--- src/rtl/m_rep_download_pkg.sv ---
// Shared definitions for the memory-reply download stage.
// Flit control codes are common with the upload stage.
package m_rep_download_pkg;

   localparam int unsigned DEF_FLIT_W    = 16;
   localparam int unsigned DEF_MAX_FLITS = 11;
   localparam int unsigned DEF_MSG_W     = DEF_FLIT_W * DEF_MAX_FLITS;

   localparam logic [1:0] CTRL_NONE = 2'b00;
   localparam logic [1:0] CTRL_HEAD = 2'b01;
   localparam logic [1:0] CTRL_BODY = 2'b10;
   localparam logic [1:0] CTRL_TAIL = 2'b11;

   typedef enum logic [1:0] {
      ST_IDLE     = 2'b00,
      ST_ASSEMBLE = 2'b01,
      ST_DONE     = 2'b10
   } dl_state_e;

endpackage

--- src/rtl/m_rep_download.sv ---
// Memory-reply download: reassembles MSB-first reply flits into one message
// and offers it to the consumer with a valid/ack handshake.
// Optional macro M_REP_DOWNLOAD_B2B_EN: accept a new head in the ack cycle.
module m_rep_download
   import m_rep_download_pkg::*;
#(
   parameter int unsigned FLIT_W    = DEF_FLIT_W,
   parameter int unsigned MAX_FLITS = DEF_MAX_FLITS,
   parameter int unsigned MSG_W     = DEF_MSG_W
) (
   input  logic              clk,
   input  logic              rst,
   input  logic [FLIT_W-1:0] flit_in,
   input  logic              v_flit_in,
   input  logic [1:0]        ctrl_in,
   output logic              flit_rdy,
   output logic [MSG_W-1:0]  m_flits_out,
   output logic              v_m_flits_out,
   input  logic              m_flits_ack,
   output logic [3:0]        flit_cnt,
   output logic              proto_err,
   output logic [1:0]        m_rep_download_state
);

   localparam logic [3:0] MAX_CNT  = 4'(MAX_FLITS);
   localparam logic [3:0] TOP_SLOT = 4'(MAX_FLITS - 1);

   // Packed slots: slot k lives at index MAX_FLITS-1-k, i.e. slot 0 is the MSBs.
   logic [MAX_FLITS-1:0][FLIT_W-1:0] msg_q, msg_d;
   dl_state_e                        state_q, state_d;
   logic [3:0]                       cnt_q, cnt_d;
   logic                             err_q, err_d;
   logic                             accept;

   assign accept = v_flit_in && flit_rdy;

   // State and datapath registers, synchronous active-high reset.
   always_ff @(posedge clk) begin
      if (rst) begin
         state_q <= ST_IDLE;
         msg_q   <= '0;
         cnt_q   <= '0;
         err_q   <= 1'b0;
      end else begin
         state_q <= state_d;
         msg_q   <= msg_d;
         cnt_q   <= cnt_d;
         err_q   <= err_d;
      end
   end

   // Next-state, slot writes and protocol-error detection.
   always_comb begin
      state_d = state_q;
      msg_d   = msg_q;
      cnt_d   = cnt_q;
      err_d   = 1'b0;
      case (state_q)
         ST_IDLE: begin
            if (accept) begin
               if (ctrl_in == CTRL_HEAD) begin
                  msg_d           = '0;
                  msg_d[TOP_SLOT] = flit_in;
                  cnt_d           = 4'd1;
                  state_d         = ST_ASSEMBLE;
               end else begin
                  err_d = 1'b1;
               end
            end
         end
         ST_ASSEMBLE: begin
            if (accept) begin
               if (ctrl_in == CTRL_HEAD) begin
                  msg_d           = '0;
                  msg_d[TOP_SLOT] = flit_in;
                  cnt_d           = 4'd1;
                  err_d           = 1'b1;
               end else if (cnt_q >= MAX_CNT) begin
                  // Overflow takes priority over the none-code check.
                  msg_d   = '0;
                  cnt_d   = '0;
                  err_d   = 1'b1;
                  state_d = ST_IDLE;
               end else if (ctrl_in == CTRL_NONE) begin
                  err_d = 1'b1;
               end else begin
                  msg_d[TOP_SLOT - cnt_q] = flit_in;
                  cnt_d                   = cnt_q + 4'd1;
                  if (ctrl_in == CTRL_TAIL) begin
                     state_d = ST_DONE;
                  end
               end
            end
         end
         ST_DONE: begin
            if (m_flits_ack) begin
               state_d = ST_IDLE;
               cnt_d   = '0;
`ifdef M_REP_DOWNLOAD_B2B_EN
               if (accept) begin
                  if (ctrl_in == CTRL_HEAD) begin
                     msg_d           = '0;
                     msg_d[TOP_SLOT] = flit_in;
                     cnt_d           = 4'd1;
                     state_d         = ST_ASSEMBLE;
                  end else begin
                     err_d = 1'b1;
                  end
               end
`endif
            end
         end
         default: begin
            state_d = ST_IDLE;
            cnt_d   = '0;
         end
      endcase
   end

   // Output decode from registered state plus the ready path.
   always_comb begin
`ifdef M_REP_DOWNLOAD_B2B_EN
      flit_rdy = (state_q != ST_DONE) || m_flits_ack;
`else
      flit_rdy = (state_q != ST_DONE);
`endif
      v_m_flits_out        = (state_q == ST_DONE);
      m_flits_out          = msg_q;
      flit_cnt             = cnt_q;
      proto_err            = err_q;
      m_rep_download_state = state_q;
   end

endmodule

--- config.mk ---
export PLATFORM = sky130hd
export DESIGN_NAME = m_rep_download
export DESIGN_NICKNAME = d
export VERILOG_FILES = /design/src/rtl/m_rep_download_pkg.sv /design/src/rtl/m_rep_download.sv
export SDC_FILE = /design/constraint.sdc
export NUM_CORES = 1
export LEC_CHECK = 0
export ABC_AREA = 1
export BUFFER_PORTS_ARGS = -buffer_cell sky130_fd_sc_hd__buf_2
export CAP_MARGIN = 10
export CORE_MARGIN = 2
export CORE_UTILIZATION = 56
export DETAILED_ROUTE_END_ITERATION = 7
export PLACE_DENSITY_LB_ADDON = 0.08
export SYNTH_ARGS = -nofsm -noshare
export SYNTH_HDL_FRONTEND = slang
export SYNTH_SLANG_ARGS = --single-unit
--- constraint.sdc ---
create_clock -name clk -period 3.15 [get_ports clk]
set_input_delay 0.1575 -clock clk [delete_from_list [all_inputs] [get_ports clk]]
set_output_delay 0.1575 -clock clk [all_outputs]
set_load 0.05 [all_outputs]
==> metrics.txt, run 1 <==
most used cell, CP=nand2_2; commonest non-fill, non-tap cells in the layout=nand2_1, buf_2, dfxtp_1, a21oi_1, nand2_2; pwr dens=602 mW/mm2; synthesized area per cell=8.12 um2; routability-driven placement congestion ratio=between 0.8 and 0.9; Hold WC Path Type=in2reg; Die H=120 um; root buffer cell=clkbuf_16; Final Setup Violations=0; initial DRC count=601; commonest non-fill, non-tap cell in the layout=nand2_1; # Max-Cap Violations=0; share of power burned in registers=about 44%; GR Overflow Total=0; Post-CTS Resized=0; CP max FO=18; synthesis-to-layout area growth=19.6%; Mapped Area=0.00757 mm2; Sw Share=32.1%; total power=5.45 mW; WL/cell=between 15 and 20 um; achievable frequency=406 MHz; fin crit share=78.2%; fill cell count=1187; worst-path cell chain=ha_1 > inv_1 > nand2_2 > nand2_2 > nand3_4 > nand3_1 > nor2_2 > nand2_1 > a21oi_1; storage element area=0.00366 mm2; skew final=0.00784 ns; Rel. slew slack=45.5%; Final HPWL DP=13800 um; TNS Setup=0 ns; Worst-Margin Slew=0.817 ns; first-pass GRT wire length=33100 um; GRT Total Usage=slightly below 30%; Lkg Pwr=slightly below 4 nW; Clock Path Buffers=2; Via Count=around 7000; Crit Reg-Reg Startpoint=flit_cnt[0]; CTS tree=yes; largest net degree at the start of global routing=107; family with the most delay on the worst path=simple AND/OR/NAND/NOR gates; Yosys cell types=30; Clock H-tree levels=4; post-layout util=68.4%; critical path class=reg2reg; ANT nets after route=0; initial core utilization=57.2%; die area=0.0145 mm2; post-synth net total=960; fin crit period=2.46 ns; Critical path buffers and inverters=1; Worst path slowest cell=nor2_2; proportion of layout cells with a drive suffix above 1=29.1%; nets=1140; routed vias/inst=roughly 5.4; number of cell rows=42; synth warn=0; CTS Buf Count=17; WP data required=about 3.5 ns; port buffer count=206; DRC viols=0; endpoint class of the critical path=register; Max IR drop VDD=slightly above 0.4 mV; Critical Path Source=flit_cnt[0]; Sink Count=183; RSZ-0062 raised after global routing=no; #FFs+latches synth=183; sequential share of the synthesized area=48.4%; Final Hold Fails=0; Reg clk slew, reported paths=roughly 0.060 ns; initial antenna violation count=0; Comb power frac=19.3%; outcome=completed; vias in the first global route=6198; clk_lat worst skew=roughly 0.43 ns; Setup Buffers After CTS=0; hold_buf cts=0; 1st-pass router iterations=5; IO Pins=207; Die W=120 um; NetSw=roughly 1.7 mW; CP arrival=2.81 ns; highest cell delay on the worst timing path=slightly above 0.6 ns; DRT Wirelength=21600 um; Mapped Cells=933; Core ar.=0.0132 mm2; n_diodes=0; CP startpoint kind=register; area taken by multi-input logic gates=~0.0034 mm2; Slew Limit Fails=0; min-delay src=ctrl_in[1]; Clock Power Share=36.8%; Pint=3.70 mW
cell usage after synthesis:
cell,n,area (um2)
nand2_1,363,1360
nand3_1,20,100
ha_1,5,62.6
nand3_4,11,193
a21oi_1,178,891
inv_8,1,11.3
clkbuf_1,23,86.3
dfxtp_1,183,3660
inv_2,3,11.3
buf_2,9,45.0
o21ai_0,6,30.0
a21oi_2,20,175
nand4_1,1,6.26
nor2_2,6,37.5
buf_12,2,40.0
buf_6,10,113
a21oi_4,1,16.3
nand2_2,25,156
nand2_4,11,124
a211oi_1,1,7.51
inv_1,23,86.3
buf_4,2,15.0
nor3_1,1,5.00
buf_8,4,60.1
nor2_8,10,200
nor2_4,1,11.3
nand3b_1,1,7.51
nand3_2,1,10.0
nor2_1,10,37.5
a22oi_1,1,7.51
layer usage:
layer	wire length [um]	track usage, %	vias up
met1	9940	41.5	3255
met3	1530	6.13	36
met2	9580	45.9	287
li1	-	-	3384
met4	511	11.0	0
met5	0	0	-
cell type report:
type                    instances  area share (%)
clock buffers                  23            5.17
clock inverters                 7           0.773
inverters                      27            1.20
multi-input cells             673            38.0
flip-flops and latches        183            40.4
well taps                     176            2.43
repair buffers                211            12.0
final timing paths:
kind | depth (start not counted) | slack [ns] | to
min reg2reg | 2 | 0.46 | m_flits_out[65]
max reg2reg | 9 | 0.69 | m_flits_out[63]
max | 9 | 0.69 | m_flits_out[63]
min | 4 | 0.07 | proto_err
power groups by stage:
| stage | Sequential (mW) | Clock, mW | Combinational [mW] |
|---|---|---|---|
| 2_1_floorplan | 2.59 | 0 | 0.775 |
| 3_3_place_gp | 2.44 | 0 | 1.05 |
| 3_5_place_dp | 2.44 | 0 | 1.05 |
| 4_1_cts | 2.39 | 2.01 | 1.05 |
| 5_1_grt | 2.40 | 2.11 | 1.13 |
| 6_report | 2.39 | 2.01 | 1.05 |
cell families after synthesis:
logic type	synth area share (%)
AND/OR/NAND/NOR	29.7
flip-flops	48.4
AO/OA/AOI/OAI	14.9
buffers and inverters	6.18
adder cells (fa/ha/maj)	0.826
tightest hold or removal path: stages:
cell	delay [ns]
buf_2	0.11
inv_1	0.07
o21ai_0	0.08
inv_1	0.05
state kept, by name, summed over array words and instances, names as in the netlist:
name,count
m_rep_download_state,2
flit_cnt,4
proto_err,1
m_flits_out,176
metrics by stage:
stage | hold WS [ns] | area, um2 | instances | worst slack [ns]
2_1_floorplan | 0.342 | 7570 | 933 | 0.949
3_3_place_gp | 0.444 | 8520 | 1270 | 0.793
3_5_place_dp | 0.451 | 8520 | 1270 | 0.737
4_1_cts | 0.0610 | 9060 | 1300 | 0.742
5_1_grt | 0.108 | 9060 | 1300 | 0.524
6_report | 0.0678 | 9060 | 1300 | 0.688
(Power assumes the default switching activity.)
==> run 2, diff against run 1 <==
--- a/config.mk
+++ b/config.mk
@@ -5,11 +5,11 @@
 export SDC_FILE = /design/constraint.sdc
 export NUM_CORES = 1
 export LEC_CHECK = 0
-export ABC_AREA = 1
+export ABC_AREA = 0
 export BUFFER_PORTS_ARGS = -buffer_cell sky130_fd_sc_hd__buf_2
 export CAP_MARGIN = 10
 export CORE_MARGIN = 2
-export CORE_UTILIZATION = 56
+export CORE_UTILIZATION = 46
 export DETAILED_ROUTE_END_ITERATION = 7
 export PLACE_DENSITY_LB_ADDON = 0.08
 export SYNTH_ARGS = -nofsm -noshare
==> constraint.sdc (replaced) <==
create_clock -name clk -period 2.2 [get_ports clk]
set_input_delay 0.11 -clock clk [delete_from_list [all_inputs] [get_ports clk]]
set_output_delay 0.11 -clock clk [all_outputs]
set_load 0.05 [all_outputs]
==> run 2 against run 1 <==
Compared with the run above:
- utilization shrank 9.3 points
- synthesized cell count fell by 42%
- routed wire length down 9.2%
- final area down 5.5%
- count of clock-buffer cells in the layout down 2
- combinational power fell by 55%
- global-route usage fell by 5.3 points
- first-iteration DRC count fell by 38%
- via count down 23%
- largest power group unchanged
- highest routed layer unchanged
==> metrics.txt, run 2 <==
Sink Count=183 (unchanged); Synth Area in Simple Gates=9.32% (-20 points); top cells by area, synth=dfxtp_1, a22o_1, nor3b_4; Lkg Pwr=4.03 nW (+2.3%); commonest non-fill, non-tap cells in the layout=buf_2, dfxtp_1, a22o_1, buf_4, clkbuf_16; most frequent cell after synthesis=dfxtp_1; Clock Path Buffers=2 (unchanged); Clock H-tree levels=4 (unchanged); die area=0.0157 mm2 (+8.5%); post-synthesis mux area share=0% (unchanged); nets=769 (-33%); adder-cell share of the synthesized area=0.924% (+0.098 points); initial DRC count=370 (-38%); CP max FO=16 (-2); Final HPWL DP=13400 um (-2.5%); commonest non-fill, non-tap cell in the layout=buf_2; Die W=125 um (+4.2%); WP data required=2.51 ns (-0.99 ns); proportion of layout cells with a drive suffix above 1=41.1% (+12 points); fin crit share=94.9% (+17 points); Clock Power Share=43.2% (+6.4 points); Hold WC Path Type=in2reg; skew final=0.00901 ns (+0.00116 ns); Synth area leader=dfxtp_1; Placed Cells incl. Taps=906 (-29%); Rel. slew slack=61.6% (+16 points); max reg flops=176 (unchanged); pre-CTS WS=-0.0804 ns (-0.818 ns); number of synthesized flops with an enable pin=0 (unchanged); port buffer count=206 (unchanged); Sw Share=24.5% (-7.6 points); CP startpoint kind=register; GRT Total Usage=24.5% (-5.3 points); Mapped Cells=537 (-42%); root buffer cell=clkbuf_16; fin crit period=2.09 ns (-0.376 ns); ANT nets after route=0 (unchanged); TNS Setup=0 ns (unchanged); IO Pins=207 (unchanged); hold_buf cts=0 (unchanged); achievable frequency=479 MHz (+18%); n_diodes=0 (unchanged); sequential share of the synthesized area=54.1% (+5.8 points); 1st-pass router iterations=5 (unchanged); # Max-Cap Violations=0 (unchanged); synth cell count leaders=dfxtp_1, a22o_1, buf_6, o21ai_0, dlygate4sd3_1; DRT Wirelength=19600 um (-9.2%); worst setup margin=0.113 ns (-0.574 ns); largest net degree at the start of global routing=18 (-83%); Via Count=5352 (-23%); worst-path cell chain=ha_1 > buf_4 > a2111oi_4 > a211oi_1 > a211oi_2 > nor2_4 > a22o_1; Mapped Area=0.00677 mm2 (-11%); outcome=completed; share of power burned in registers=49.8% (+5.9 points); Yosys cell types=53 (+77%); Compound-Gate Fraction of Synth Area=28.9% (+14 points); synth warn=0 (unchanged); Final Setup Violations=0 (unchanged); Comb power frac=7.0% (-12 points); Critical Path Source=flit_cnt[1]; RSZ-0062 raised after global routing=no; synthesized area per cell=12.6 um2 (+55%); Post-Layout Cell Count=938 (-28%); CP arrival=2.40 ns (-0.41 ns); worst-case hold slack=0.0195 ns (-0.0483 ns); Crit Reg-Reg Startpoint=flit_cnt[1]; #FFs+latches synth=183 (unchanged); critical path class=reg2reg; DRC viols=0 (unchanged); Worst-Margin Slew=0.576 ns (-0.241 ns); Max IR drop VDD=0.531 mV (+32%); routed vias/inst=5.71 (+6.5%); min-delay src=rst; Post-synth top flop=dfxtp_1; Core ar.=0.0145 mm2 (+9.3%); endpoint class of the critical path=register; Reg-to-Reg End=m_flits_out[129]; top cell type's share of synthesized area=54.1% (+5.8 points); clk_lat worst skew=0.42 ns (about the same); CTS Buf Count=17 (unchanged); first-pass GRT wire length=30100 um (-9.3%); NetSw=1.64 mW (-5.9%); GR Overflow Total=0 (unchanged); Reg clk slew, reported paths=0.06 ns (about the same); CTS tree=yes; initial antenna violation count=0 (unchanged); WL/cell=20.9 um (+26%); routability-driven placement congestion ratio=0.874 (-2.7%); post-synth net total=564 (-41%); number of cell rows=44 (+4.8%); pwr dens=784 mW/mm2 (+30%); Async SR Flop Fraction=0% (unchanged); hold path cells=2 (-2); FF-to-FF setup slack=0.11 ns (-0.57 ns); Post-Synth XOR/XNOR Area=0.129% (+0.13 points); vias in the first global route=5080 (-18%); Pint=5.07 mW (+37%); worst hold endpoint=flit_cnt[0]; Worst path slowest cell=a2111oi_4; main combinational cell family by area after synthesis=compound AO/OA/AOI/OAI gates; Final Hold Fails=0 (unchanged); Slew Limit Fails=0 (unchanged); synthesis-to-layout area growth=26.5%; R2R cell count=7 (-2); initial core utilization=46.7% (-10 points); Die H=125 um (+4.2%); highest cell delay on the worst timing path=0.39 ns (-0.23 ns)
run 2: worst max-delay path: cells and delay by family (launching register included):
| family | cells | cell delay, ns |
|---|---|---|
| and+or+nand+nor | 1 | 0.13 |
| buffers and inverters | 1 | 0.19 |
| adders and majority gates | 1 | 0.25 |
| DFF | 1 | 0.35 |
| AOI/OAI and AO/OA | 4 | 1.06 |
run 2: per-layer routing:
layer	track usage (%)	part of all wire [%]
met1	33.6	46
met2	38.0	45
met3	6.03	6.5
met4	8.37	1.9
met5	0	0
run 2: timing repair:
action | in CTS | in global routing
setup buffers | 1 | 0
pin swaps | 1 | 0
setup endpoints to repair | 82 | 80
gates resized for setup | 6 | 5
gates cloned | 0 | 0
run 2: logic make-up after synthesis:
logic type               Yosys count
AND/OR/NAND/NOR                   67
flip-flops                       183
XOR/XNOR                           1
buffers and inverters             54
AO/OA/AOI/OAI                    227
adder cells (fa/ha/maj)            5
run 2: worst max-delay path by stage:
stage / endpoint / slack [ns] / cells past startpoint
detailed placement: m_flits_out[165] / -0.08 / 7
global placement: m_flits_out[154] / 0.02 / 8
floorplan: m_flits_out[10] / 0.05 / 7
CTS: m_flits_out[94] / 0.005 / 7
global route: m_flits_out[154] / 0.002 / 7
finish: m_flits_out[129] / 0.11 / 7
run 2: cell type report:
class / instances / area [um2]
fillers: 1240 / 5920
flip-flops and latches: 183 / 3670
multi-input cells: 300 / 2710
repair buffers: 235 / 1370
clock buffers: 21 / 460
well taps: 184 / 230
clock inverters: 10 / 95.1
inverters: 5 / 18.8
run 2: power by group through the flow:
| stage | sequential [mW] | clock [mW] | combinational [mW] |
|---|---|---|---|
| 2_1_floorplan | 3.49 | 0 | 0.260 |
| 3_3_place_gp | 3.42 | 0 | 0.445 |
| 3_5_place_dp | 3.42 | 0 | 0.450 |
| 4_1_cts | 3.34 | 2.94 | 0.463 |
| 5_1_grt | 3.34 | 3.07 | 0.501 |
| 6_report | 3.34 | 2.90 | 0.471 |
run 2: metrics by stage:
step | instance area [um2] | power (mW) | utilization [%]
detailed placement | 7930 | 3.87 | 54.8
floorplan | 6780 | 3.75 | -
finish | 8560 | 6.71 | 59.1
global placement | 7930 | 3.86 | 54.8
global route | 8560 | 6.92 | 59.1
CTS | 8540 | 6.75 | 59.0
==> run 3, diff against run 2 <==
--- a/config.mk
+++ b/config.mk
@@ -5,12 +5,13 @@
 export SDC_FILE = /design/constraint.sdc
 export NUM_CORES = 1
 export LEC_CHECK = 0
-export ABC_AREA = 0
+export ABC_AREA = 1
 export BUFFER_PORTS_ARGS = -buffer_cell sky130_fd_sc_hd__buf_2
 export CAP_MARGIN = 10
 export CORE_MARGIN = 2
-export CORE_UTILIZATION = 46
+export CORE_UTILIZATION = 47
 export DETAILED_ROUTE_END_ITERATION = 7
+export HOLD_SLACK_MARGIN = 0.06
 export PLACE_DENSITY_LB_ADDON = 0.08
 export SYNTH_ARGS = -nofsm -noshare
 export SYNTH_HDL_FRONTEND = slang
==> constraint.sdc (replaced) <==
create_clock -name clk -period 1.7 [get_ports clk]
set_input_delay 0.085 -clock clk [delete_from_list [all_inputs] [get_ports clk]]
set_output_delay 0.085 -clock clk [all_outputs]
set_load 0.05 [all_outputs]
==> run 3 against run 2 <==
Compared with the run above:
- the run now ends with negative setup slack left
- sequential power rose by 33%
- final area rose by 30%
- hold slack improved by 0.056 ns
- largest power group unchanged
- highest routed layer unchanged
==> metrics.txt, run 3 (same netlist as run 1, synthesis figures left out) <==
commonest non-fill, non-tap cell in the layout=nand2_1; IO Pins=207 (unchanged); Hold WC Path Type=in2reg; GR Overflow Total=0 (unchanged); Core ar.=0.0158 mm2 (+9.3%); RSZ-0062 raised after global routing=yes; failing checks=negative setup slack; Final Setup Violations=41 (+41); post-route cell area=0.0111 mm2 (+30%); Rel. slew slack=66.7% (+5.1 points); total power=11.7 mW (+75%); pwr dens=1050 mW/mm2 (+35%); worst setup margin=-0.0991 ns (-0.212 ns); port buffer count=206 (unchanged); Via Count=7491 (+40%); fin crit share=106% (+11 points); placed cell areas=0.00928 mm2 (+17%); WL/cell=18.2 um (-13%); first-pass GRT wire length=36100 um (+20%); Clock Path Buffers=2 (unchanged); Placed Cells incl. Taps=1356 (+50%); synthesis-to-layout area growth=46.6%; area taken by multi-input logic gates=0.00411 mm2 (+52%); routed vias/inst=5.22 (-8.5%); Final Hold Fails=0 (unchanged); CTS Buf Count=17 (unchanged); number of cell rows=46 (+4.5%); pre-CTS WS=-0.0965 ns (-0.0161 ns); routability-driven placement congestion ratio=0.862 (-1.4%); storage element area=0.00368 mm2 (+0.27%); nets=1233 (+60%); endpoint class of the critical path=register; root buffer cell=clkbuf_16; worst-case hold slack=0.0755 ns (+0.0560 ns); critical path class=reg2reg; proportion of layout cells with a drive suffix above 1=44.1% (+2.9 points); n_diodes=0 (unchanged); Sink Count=183 (unchanged); outcome=finished with violations; skew final=0.00812 ns (-0.000890 ns); Final HPWL DP=14900 um (+11%); Lkg Pwr=4.71 nW (+17%); Clock H-tree levels=4 (unchanged); ANT nets after route=0 (unchanged); initial DRC count=564 (+52%); initial core utilization=47.8% (+1.1 points); DRC viols=0 (unchanged); fin crit period=1.80 ns (-0.288 ns); CP startpoint kind=register; GRT Total Usage=28.0% (+3.5 points); clk_lat worst skew=0.43 ns (about the same); # Max-Cap Violations=0 (unchanged); max reg flops=176 (unchanged); Reg clk slew, reported paths=0.07 ns (about the same); FF-to-FF setup slack=-0.1 ns (-0.21 ns); DRT Wirelength=26100 um (+33%); commonest non-fill, non-tap cells in the layout=nand2_1, buf_2, dfxtp_1, a21oi_1, nand2_2; TNS Setup=-1.01 ns (-1.01 ns); vias in the first global route=6533 (+29%); Post-Layout Cell Count=1435 (+53%); Die W=131 um (+4.5%); die area=0.0171 mm2 (+9.2%); WP data required=2.06 ns (-0.45 ns); post-layout util=70.2% (+11 points); largest net degree at the start of global routing=61 (+43); CP max FO=5 (-11); Worst-Margin Slew=0.499 ns (-0.0768 ns); CP arrival=2.16 ns (-0.24 ns); Slew Limit Fails=0 (unchanged); fill cell count=1273 (+2.7%); 1st-pass router iterations=5 (unchanged); achievable frequency=556 MHz (+16%); Die H=131 um (+4.5%); Max IR drop VDD=0.741 mV (+40%); CTS tree=yes; initial antenna violation count=0 (unchanged)
run 3: changes by cell type in the layout (fill, tap and decap cells not counted), moves of 26 or more:
cell     before  now
a22o_1      176    0
nand2_2       0   64
a21oi_2       0   55
nand2_4       0   26
a21oi_1       7  143
nand2_1       4  310
run 3: layer usage:
layer / global-route usage [%] / vias to the layer above / share of wire [%]
met1: 36.8 / 3602 / 43
met4: 10.3 / 0 / 2.0
met5: 0 / - / 0
met2: 44.9 / 273 / 47
met3: 6.72 / 36 / 7.1
li1: - / 3580 / -
run 3: worst paths after layout:
path,start,endpoint,cells past startpoint
hold / removal,flit_in[4],m_flits_out[164],5
hold reg to reg,m_flits_out[23],m_flits_out[23],2
setup reg to reg,flit_cnt[1],m_flits_out[76],11
setup / recovery,flit_cnt[1],m_flits_out[76],11
run 3: repair_timing:
item / in CTS / in global routing
gates resized for setup: 22 / 144
hold buffers: 7 / 0
setup endpoints to repair: 170 / 176
gates cloned: 5 / 11
setup buffers: 13 / 11
pin swaps: 9 / 99
hold endpoints to repair: 21 / 0
run 3: layout make-up:
class	instances	share of cell area, %
multi-input combinational	684	37.0
sequential	183	33.2
timing repair buffer	293	20.5
clock buffer	20	4.11
tap	216	2.43
clock inverter	12	1.46
inverter	27	1.36
run 3: worst max-delay path: stages, from the launching register on:
cell and delay (ns):
dfxtp_4 0.36, ha_4 0.14, inv_4 0.03, nand2_4 0.05, nand2_4 0.07, nand3_4 0.09, buf_8 0.14, buf_12 0.14
nand3_4 0.14, nor2_4 0.31, nand2_1 0.12, a21oi_1 0.14
run 3: report_power, final:
part	switching (mW)	internal (mW)	total, mW
combinational	2.05	1.02	3.07
sequential	0.0564	4.37	4.43
clock	1.79	2.43	4.22
total	3.89	7.82	11.7
